==> src/rtl/map_tile_store.sv <==
// 21x21 tile map: built-in layout loaded after reset, combinational read port,
// request/acknowledge write port and a running count of orb tiles.
module map_tile_store #(
  parameter int MAP_W = 21,
  parameter int MAP_H = 21
) (
  input  logic       clock_50,
  input  logic       reset,
  input  logic [4:0] rd_x,
  input  logic [4:0] rd_y,
  output logic [2:0] rd_sprite_type,
  input  logic       wr_req,
  input  logic [4:0] wr_x,
  input  logic [4:0] wr_y,
  input  logic [2:0] wr_sprite_type,
  output logic       wr_ack,
  output logic       wr_err,
  output logic       init_done,
  output logic [8:0] orbs_remaining,
  output logic       level_clear
);

  localparam int         CELLS     = MAP_W * MAP_H;
  localparam logic [4:0] X_MAX     = 5'(MAP_W - 1);
  localparam logic [4:0] Y_MAX     = 5'(MAP_H - 1);
  localparam logic [8:0] COUNT_MAX = 9'(CELLS);

  typedef enum logic [1:0] {INIT, IDLE, ACK} state_t;

  state_t     state;
  logic [4:0] init_x;
  logic [4:0] init_y;
  logic [2:0] tiles [0:CELLS-1];

  function automatic logic is_orb(input logic [2:0] v);
    return (v == 3'b001) || (v == 3'b010);
  endfunction

  function automatic logic [8:0] cell_index(input logic [4:0] x, input logic [4:0] y);
    return 9'(y) * 9'(MAP_W) + 9'(x);
  endfunction

  // Border walls win, then the even/even pillar grid, then the four corner big orbs.
  function automatic logic [2:0] layout(input logic [4:0] x, input logic [4:0] y);
    logic [2:0] t;
    if (x == 5'd0 || x == X_MAX || y == 5'd0 || y == Y_MAX)
      t = 3'b011;
    else if (!x[0] && !y[0])
      t = 3'b100;
    else if ((x == 5'd1 || x == X_MAX - 5'd1) && (y == 5'd1 || y == Y_MAX - 5'd1))
      t = 3'b001;
    else
      t = 3'b010;
    return t;
  endfunction

  logic       rd_in_range;
  logic       wr_in_range;
  logic [8:0] rd_idx;
  logic [8:0] wr_idx;
  logic [8:0] init_idx;
  logic [2:0] init_tile;
  logic [2:0] wr_old;
  logic [8:0] count_next;

  assign rd_in_range = (rd_x <= X_MAX) && (rd_y <= Y_MAX);
  assign wr_in_range = (wr_x <= X_MAX) && (wr_y <= Y_MAX);
  assign rd_idx      = rd_in_range ? cell_index(rd_x, rd_y) : 9'd0;
  assign wr_idx      = wr_in_range ? cell_index(wr_x, wr_y) : 9'd0;
  assign init_idx    = cell_index(init_x, init_y);
  assign init_tile   = layout(init_x, init_y);
  assign wr_old      = tiles[wr_idx];

  always_comb begin
    rd_sprite_type = 3'b000;
    if (!init_done)
      rd_sprite_type = 3'b000;
    else if (!rd_in_range)
      rd_sprite_type = 3'b100;
    else
      rd_sprite_type = tiles[rd_idx];
  end

  // Orb count after a candidate write, saturating at both ends.
  always_comb begin
    count_next = orbs_remaining;
    if (is_orb(wr_old) && !is_orb(wr_sprite_type) && orbs_remaining != 9'd0)
      count_next = orbs_remaining - 9'd1;
    else if (!is_orb(wr_old) && is_orb(wr_sprite_type) && orbs_remaining != COUNT_MAX)
      count_next = orbs_remaining + 9'd1;
    else
      count_next = orbs_remaining;
  end

  always_ff @(posedge clock_50) begin
    if (!reset) begin
      if (state == INIT)
        tiles[init_idx] <= init_tile;
      else if (state == IDLE && wr_req && wr_in_range)
        tiles[wr_idx] <= wr_sprite_type;
    end
  end

  always_ff @(posedge clock_50) begin
    if (reset) begin
      state          <= INIT;
      init_x         <= 5'd0;
      init_y         <= 5'd0;
      orbs_remaining <= 9'd0;
      init_done      <= 1'b0;
      wr_ack         <= 1'b0;
      wr_err         <= 1'b0;
      level_clear    <= 1'b0;
    end else begin
      case (state)
        INIT: begin
          wr_ack      <= 1'b0;
          wr_err      <= 1'b0;
          level_clear <= 1'b0;
          if (is_orb(init_tile) && orbs_remaining != COUNT_MAX)
            orbs_remaining <= orbs_remaining + 9'd1;
          if (init_x == X_MAX) begin
            init_x <= 5'd0;
            if (init_y == Y_MAX) begin
              init_y    <= 5'd0;
              state     <= IDLE;
              init_done <= 1'b1;
            end else begin
              init_y <= init_y + 5'd1;
            end
          end else begin
            init_x <= init_x + 5'd1;
          end
        end
        IDLE: begin
          if (wr_req) begin
            state  <= ACK;
            wr_ack <= 1'b1;
            if (wr_in_range) begin
              wr_err         <= 1'b0;
              orbs_remaining <= count_next;
              level_clear    <= (orbs_remaining == 9'd1) && (count_next == 9'd0);
            end else begin
              wr_err      <= 1'b1;
              level_clear <= 1'b0;
            end
          end else begin
            wr_ack      <= 1'b0;
            wr_err      <= 1'b0;
            level_clear <= 1'b0;
          end
        end
        ACK: begin
          state       <= IDLE;
          wr_ack      <= 1'b0;
          wr_err      <= 1'b0;
          level_clear <= 1'b0;
        end
        default: begin
          state <= INIT;
        end
      endcase
    end
  end

endmodule

==> config.mk <==
export PLATFORM = sky130hd
export DESIGN_NAME = map_tile_store
export DESIGN_NICKNAME = d
export VERILOG_FILES = /design/src/rtl/map_tile_store.sv
export SDC_FILE = /design/constraint.sdc
export NUM_CORES = 2
export LEC_CHECK = 0
export CAP_MARGIN = 10
export CORE_MARGIN = 5
export CORE_UTILIZATION = 30
export CTS_CLUSTER_SIZE = 28
export DETAILED_ROUTE_END_ITERATION = 8
export GPL_TIMING_DRIVEN = 1
export PLACE_DENSITY = 0.46
export SLEW_MARGIN = 20
export SYNTH_ARGS = -nofsm -noshare
export SYNTH_HDL_FRONTEND = slang
export SYNTH_SLANG_ARGS = --single-unit
==> constraint.sdc <==
create_clock -name clock_50 -period 29.9 [get_ports clock_50]
set_input_delay 8.97 -clock clock_50 [delete_from_list [all_inputs] [get_ports clock_50]]
set_output_delay 8.97 -clock clock_50 [all_outputs]
set_load 0.01 [all_outputs]
==> metrics <==
Post-Route WL 317 mm; top_reg_cell synth edfxtp_1; Area Overhead vs Synth 13.2%; Yosys top cell area share 56.0%; fin nets 6,439; FILL cells approximately 23,000; endpoint class of the critical path output pin; Post-Place Worst Slack 4700 ps; Tcrit/Tclk final 85.4%; fin worst setup slack 4360 ps; Die Y ~500 µm; Max stage delay cell, worst path buf_4; largest family of logic cells by synthesized area compound AO/OA/AOI/OAI gates; status finished clean; pin count of the biggest net entering global routing 199; min Tclk post-route 25,540 ps; Avg Inst Size Synth 11.0 µm²; Arr. time, crit path between 15,000 and 20,000 ps; DR vias approximately 58,000; Worst-Margin Slew approximately 1200 ps; routability cong. 0.889; critical path class in2out; Die X 496 µm; Mapped Nets ~6,600; XOR/XNOR Fraction of Synth Area 0.444%; clock skew 57.2 ps; CTS sink cnt 1,348; Post-route DRC 0; Static Leak 26.5 nW; 1st-pass router iterations 9; relative slew slack between 10% and 20%; slowest stage delay, CP ~690 ps; CTS tree built; io pins 42; Hold Startpoint wr_ack; total die area ~0.25 mm²; first-pass GRT wire length about 440 mm; sequential cell area fraction in the yosys report 56.7%; Rows 178; Reg2Reg Depth 16; final setup violation count 0; layout cells sized above 1 11.4%; Inserted Clock Buffers approximately 160; Hold WC Path Type reg2reg; PortBufs 41; Resize count post-CTS 0; crit path launch type primary input; post-synth top area cell edfxtp_1; Starting DRT DRC Count 7,608; Synth warnings 0; Max VDD drop 0.0623 mV; post-route ant nets 0; post-synthesis mux area share 8.91%; CP top delay family compound AO/OA/AOI/OAI gates; maxcap violations 0; fin cells between 9,000 and 10,000; Post-Synthesis Cell Area 0.0709 mm²; Final Max Slew Viols 0; Detail Placement HPWL 195 mm; total power 0.00555 W; grt ovf 0; Clk Latency, worst-skew pair 850 ps; CP Depth 19; Cell variety after synth 85; wire per inst 32.9 µm; DR vias/cell about 6.1; core area 0.235 mm²; RSZ-0062 raised after global routing no; CP cell instances clkdlybuf4s50_1 -> ha_1 -> ha_1 -> ha_1 -> ha_4 -> nand3_4 -> buf_12 -> nand2_4 -> buf_4 -> o22ai_1 -> a2111oi_0 -> a31oi_1 -> o211ai_1 -> o21ai_0 -> o21ai_0 -> o21ai_0 -> o21ai_0 -> o311a_1 -> clkdlybuf4s50_1; hold depth 2; postcts setup bufs 0; number of H-tree levels 4; Compound-Gate Fraction of Synth Area ~15%; placed cell count 9,309; clk buf depth 3; ys async rst share 0%; Critical Path RT 20,930 ps; Power Dens Cells approximately 69 mW/mm²; flops & latches, synth 1,348; Synth Area in Adders approximately 1.8%; CTS Hold Bufs 0; CTS clock-pin slew for the worst setup and hold paths roughly 60 ps; Post-synth EDFFs between 1,000 and 1,500; Worst Path Buf+Inv 4; Reg2Reg Launch Point init_y[2]; Crit Path Max Fanout 84; initial antenna violation count 17; Max Fclk 0.0392 GHz; Global Route Usage Sum between 20% and 30%; vias in the first global route 56,000; Mapped Cells 6,474; simple-gate portion of the synthesized area between 10% and 20%; CTS Root Cell clkbuf_16; Final Hold Fails 0; initial core utilization a little under a third; CP most frequent cell o21ai_0; worst setup path start rd_y[2]; setup_tns 0 ps; top cells by area, synth edfxtp_1 (56%), nand2_1 (4.6%), mux2i_1 (4.1%)
cell type report:
| cell class | count | area, µm² | area share (%) |
|---|---|---|---|
| flip-flops and latches | 1348 | 40200 | 50.1 |
| clock buffers | 195 | 4200 | 5.23 |
| repair buffers | 230 | 1980 | 2.46 |
| multi-input cells | 4489 | 28600 | 35.6 |
| diodes | 18 | 45.0 | 0.0561 |
| clock inverters | 97 | 996 | 1.24 |
| inverters | 92 | 348 | 0.433 |
| well taps | 3150 | 3940 | 4.91 |
worst paths after layout:
kind / to / slack, ps
hold reg to reg: wr_ack / 490
setup / recovery: rd_sprite_type[2] / 4360
hold / removal: wr_ack / 490
setup reg to reg: tiles[79][1] / 24130
registers in the layout, summed over array words and instances, names as in the netlist:
name            cells
tiles            1323
init_y              5
init_x              5
wr_err              1
orbs_remaining      9
level_clear         1
wr_ack              1
init_done           1
state               2
worst reg2reg max path, stage by stage, from the launching register on:
cell,delay [ps]
dfxtp_1,530
ha_1,310
ha_1,270
inv_1,40
fa_1,480
inv_1,50
ha_1,310
a21o_1,170
a21oi_1,240
o21bai_1,90
a21oi_1,170
xnor2_1,130
nand2_1,170
o21ai_0,310
nor3b_4,840
nand2_1,710
nor2_1,560
synth_stat cells (68+ instances only):
library cell,count
a211oi_1,68
a21oi_1,449
a311oi_1,86
a31oi_1,103
and3_1,89
buf_1,88
buf_2,91
clkbuf_1,345
edfxtp_1,1323
ha_1,82
inv_1,92
mux2_2,149
mux2i_1,294
mux4_2,75
nand2_1,873
nand3_1,270
nor2_1,712
nor3_1,75
o211ai_1,92
o21ai_0,294
o22ai_1,97
through the flow:
step	cell area [µm²]	hold slack (ps)	util [%]
after floorplan	70900	500	-
after global placement	75100	470	31.9
after detailed placement	75100	483	31.9
after CTS	80300	500	34.1
after global routing	80300	546	34.1
final	80300	492	34.2
cell usage in the layout, fill, tap and decap left out, types with 17 or more instances in the layout:
cell type,count
or3_1,26
edfxtp_1,1323
clkbuf_16,163
o211ai_1,92
clkinv_1,35
diode_2,18
o31ai_1,44
a2111oi_0,36
o22ai_1,97
mux2i_1,294
nor2b_1,17
o221ai_1,18
o311ai_0,30
o211a_1,18
a221oi_1,50
ha_1,77
inv_1,90
a21oi_1,448
nand3_1,268
mux4_2,75
dfxtp_1,25
xnor2_1,19
clkbuf_1,32
mux2_2,149
a21o_1,22
a211oi_1,68
bufinv_16,17
a22oi_1,59
clkdlybuf4s50_1,41
nand4_1,42
nor3_1,73
o22a_1,38
o21ai_0,293
clkinv_2,26
a311oi_1,86
a31oi_1,102
and3_1,88
nand2_1,850
buf_4,177
nor2_1,699
cell families after synthesis:
family	count (synthesis)
xor+xnor	36
compound gates	1644
simple gates	2196
mux	519
fa+ha+maj	94
flops	1348
buf+inv	637
metal layers:
layer	wire, µm	vias to the layer above	GRT usage [%]
met5	25	-	0
met1	126000	29600	32.4
met2	140000	3679	38.1
met4	19400	4	13.7
met3	31200	797	5.86
li1	-	24400	-
power by group:
part | internal [W] | switching [W]
logic | 0.000403 | 0.00111
clock network | 0.00115 | 0.000842
registers | 0.00204 | 0.00000273
(Power assumes the default switching activity.)
